[config.mk]
export PLATFORM = sky130hd
export DESIGN_NAME = rr_mux_4_1
export DESIGN_NICKNAME = d
export VERILOG_FILES = /design/src/rtl/rr_mux_4_1.sv
export SDC_FILE = /design/constraint.sdc
export NUM_CORES = 1
export LEC_CHECK = 0
export CAP_MARGIN = 20
export CELL_PAD_IN_SITES_DETAIL_PLACEMENT = 0
export CELL_PAD_IN_SITES_GLOBAL_PLACEMENT = 2
export CORE_MARGIN = 1.5
export CORE_UTILIZATION = 19
export DETAILED_ROUTE_END_ITERATION = 16
export PLACE_DENSITY = 0.86
export SKIP_CTS_REPAIR_TIMING = 1
export SLEW_MARGIN = 20
export SYNTH_ARGS = -nofsm -noshare
export SYNTH_HDL_FRONTEND = slang
export SYNTH_SLANG_ARGS = --single-unit
export TNS_END_PERCENT = 10
[constraint.sdc]
create_clock -name clk -period 1.9 [get_ports clk]
set_clock_uncertainty 0.15 [all_clocks]
set_input_delay 0.475 -clock clk [delete_from_list [all_inputs] [get_ports clk]]
set_output_delay 0.475 -clock clk [all_outputs]
set_load 0.05 [all_outputs]
[src/rtl/rr_mux_4_1.sv]
// rr_mux_4_1: four-source round-robin arbiter feeding a single registered
// output stage with valid/ready handshakes. The last-grant pointer rotates
// priority so that a continuously valid source is served within four transfers.
module rr_mux_4_1 #(
  parameter int WIDTH = 4
) (
  input  logic             clk,
  input  logic             rst,
  input  logic [WIDTH-1:0] d0,
  input  logic [WIDTH-1:0] d1,
  input  logic [WIDTH-1:0] d2,
  input  logic [WIDTH-1:0] d3,
  input  logic [3:0]       in_valid,
  output logic [3:0]       in_ready,
  output logic             out_valid,
  output logic [WIDTH-1:0] out_data,
  output logic [1:0]       out_sel,
  input  logic             out_ready
);

  logic             out_valid_q, out_valid_d;
  logic [WIDTH-1:0] out_data_q,  out_data_d;
  logic [1:0]       out_sel_q,   out_sel_d;
  logic [1:0]       ptr_q,       ptr_d;

  logic             load_en;
  logic             grant_vld;
  logic [1:0]       grant_idx;
  logic [WIDTH-1:0] d_arr [4];

  assign d_arr[0] = d0;
  assign d_arr[1] = d1;
  assign d_arr[2] = d2;
  assign d_arr[3] = d3;

  // Output stage can accept a new item when empty or when it drains this cycle.
  assign load_en = !out_valid_q || out_ready;

  // Priority search starting just after the last granted source.
  always_comb begin
    logic [1:0] cand;
    grant_vld = 1'b0;
    grant_idx = 2'd0;
    cand      = 2'd0;
    for (int k = 1; k <= 4; k++) begin
      cand = ptr_q + k[1:0];
      if (!grant_vld && in_valid[cand]) begin
        grant_vld = 1'b1;
        grant_idx = cand;
      end
    end
  end

  // One-hot ready to the granted source; nothing accepted during reset.
  always_comb begin
    in_ready = 4'b0000;
    if (!rst && load_en && grant_vld) begin
      in_ready[grant_idx] = 1'b1;
    end
  end

  // Next state of the output register and the last-grant pointer.
  always_comb begin
    out_valid_d = out_valid_q;
    out_data_d  = out_data_q;
    out_sel_d   = out_sel_q;
    ptr_d       = ptr_q;
    if (load_en) begin
      if (grant_vld) begin
        out_valid_d = 1'b1;
        out_data_d  = d_arr[grant_idx];
        out_sel_d   = grant_idx;
        ptr_d       = grant_idx;
      end else begin
        out_valid_d = 1'b0;
      end
    end
  end

  // State register; ptr resets to 3 so input 0 has first priority.
  always_ff @(posedge clk) begin
    if (rst) begin
      out_valid_q <= 1'b0;
      out_data_q  <= '0;
      out_sel_q   <= 2'd0;
      ptr_q       <= 2'd3;
    end else begin
      out_valid_q <= out_valid_d;
      out_data_q  <= out_data_d;
      out_sel_q   <= out_sel_d;
      ptr_q       <= ptr_d;
    end
  end

  assign out_valid = out_valid_q;
  assign out_data  = out_data_q;
  assign out_sel   = out_sel_q;

endmodule

==> flow_summary.ini <==
[detailed_routing]
drc_errors = 0
wl_per_cell_um = 12.6
drtIter0Drc = 16
drtAntennaViolNets = 0
viasPerCell = 4.33
totalWireLength_mm = 2.17
drt_pass1_iterations = 4
vias = 744

[sta]
finalSetupViolCount = 4
rsz0062_at_grt = true
tightest_slew_ns = 0.295
relSlewSlack = 0.803
hold_violations = 0
drv_slew = 0
fin_crit_ns = 2.21
fmax_mhz = 453
finalCritPeriodShare = 1.16
fin_ws_ns = -0.306
fin_hold_ws_ns = 0.307
tns_ns = -1.05

[grt]
grt_max_degree = 10
antenna_found_initial = 0
gr-usage-all-layers = 0.121
grt_pass1_wl_mm = 3.17
grt_pass1_vias = 707
grt_overflow = 0

[setup_path]
timing.rr.start = ptr_q[0]
crit_path_start_kind = flip-flop
end_kind = output port
rr_worst_depth = 7
r2r-end = out_data[1]
required_ns = 1.27
path_class = flip-flop to output port
worstPathMaxFanout = 3
reg2reg_setup_slack_ns = 0.17
arrival_ns = 1.58

[layout]
diodes = 0
multi_input_area_um2 = 547
syn_to_final_growth_pct = 121
stdcell_count = 172
final_nets = 152
final_cell_area_um2 = 1340
most-common-layout-cells = buf_4, clkdlybuf4s50_1, nand2_1, dfxtp_1, buf_12
final_common_cell = buf_4
drive_gt1_frac = 0.570
nFillCells = 338
ff_latch_area_um2 = 183

[synthesis]
synth_edf_count = 0
yosysWarnings = 0
postSynthCellCount = 73
syn_area_per_cell_um2 = 8.31
yosysTopAreaCellShare = 0.297
synth_seq_cells = 9
synth_ff_type = dfxtp_1
yosysTopAreaCell = dfxtp_1
ys_types = 28
seq_area_frac_synth = 0.297
ys_top_cells_by_area = dfxtp_1, a211oi_2, a21oi_2, nand2_1, o21bai_1
async_reset_ff_frac = 0
syn_nets = 96
synthesis.area_um2 = 607

[placed_design]
hpwl_mm = 1.66
placed_area_um2 = 1250
gp_congestion = 0.790
io_buffer_count = 33
dp_cells = 166

[cts]
clock_path_buffers = 2
cts_root_buf = clkbuf_4
worst_skew_pair.late_latency_ns = 0.26
numCtsBuffers = 3
clock-sinks = 9
cts_tree = built
cts_max_level = 1
clkTransAtPathRegs_ns = 0.07

[hold_path]
min-delay-path-class = flip-flop to flip-flop
min_delay_path_depth = 2
hp-start = out_sel[1]
min_to = out_sel[1]

[status]
failed_checks = negative setup slack
outcome = finished with violations

[pwr]
ir_drop_v = 0.000186
p_per_area_nw_per_um2 = 631
power.total_w = 0.000848
leakage_nw = 0.554

[floorplanning]
ios = 34
initial_utilization = 0.199
fp-row-count = 20
die_h_um = 59.5
die-area_um2 = 3540
fp.coreArea_um2 = 3050
die_w_um = 59.5

[job]
cap_viol_max_count = 0
-- metrics by stage --
| stage | setup WS (ns) | util |
|---|---|---|
| floorplan | -0.215 | - |
| global placement | -0.704 | 0.408 |
| detailed placement | -0.761 | 0.408 |
| CTS | -0.751 | 0.417 |
| global route | -0.382 | 0.440 |
| finish | -0.306 | 0.440 |
-- critical path: stages, from the launching register on --
cell	delay, ns
dfxtp_2	0.35
nand2b_4	0.15
o221ai_2	0.20
buf_4	0.15
nand2_4	0.07
nor3_4	0.23
buf_12	0.16
-- cell usage after synthesis, types with 2 or more instances --
master and count:
buf_4 2, a211oi_2 5, a21oi_2 5, a21oi_1 3, nor2b_1 2, and2_1 4
nor3_1 4, a221oi_1 3, nand2_1 9, dfxtp_1 9, nor2_1 2, o21bai_1 4
inv_1 3, nand2b_1 3, o21ai_1 2
-- flip-flops by register name, summed over array words and instances, names as in the netlist --
register / count
out_valid: 1
out_data: 4
ptr_q: 2
out_sel: 2
-- metal layers --
| layer | global-route usage | vias up | share of wire |
|---|---|---|---|
| li1 | - | 381 | - |
| met1 | 0.141 | 334 | 0.43 |
| met2 | 0.214 | 29 | 0.50 |
| met3 | 0.0262 | 0 | 0.070 |
| met4 | 0.0476 | 0 | 0 |
| met5 | 0 | - | 0 |
-- how the worst max path moves through the flow --
stage	start	end	slack, ns	cells past startpoint
2_1_floorplan	in_valid[2]	in_ready[1]	-0.21	5
3_3_place_gp	in_valid[3]	in_ready[1]	-0.70	7
3_5_place_dp	in_valid[3]	in_ready[3]	-0.76	6
4_1_cts	in_valid[3]	in_ready[3]	-0.75	6
5_1_grt	ptr_q[0]	in_ready[1]	-0.38	6
6_report	ptr_q[0]	in_ready[1]	-0.31	6
-- where the power goes --
part	total, W	internal (W)	switching [W]
Combinational	0.000456	0.000216	0.000241
Clock	0.000161	0.0000812	0.0000796
Sequential	0.000231	0.000213	0.0000186
Total	0.000848	0.000510	0.000339
-- cells by family (layout without fill, tap and decap cells) --
logic type             Yosys count  count (layout)  synth area share
AO/OA/AOI/OAI                   29              29             0.396
AND/OR/NAND/NOR                 28              28             0.252
flip-flops                       9               9             0.297
buffers and inverters            7              62            0.0556
-- area by class of cell --
class | count | area share
clock buffers | 4 | 0.0196
inverters | 4 | 0.0112
multi-input cells | 57 | 0.407
flip-flops and latches | 9 | 0.136
well taps | 44 | 0.0410
repair buffers | 54 | 0.385
Note: power is estimated with default switching activity, not from simulation.
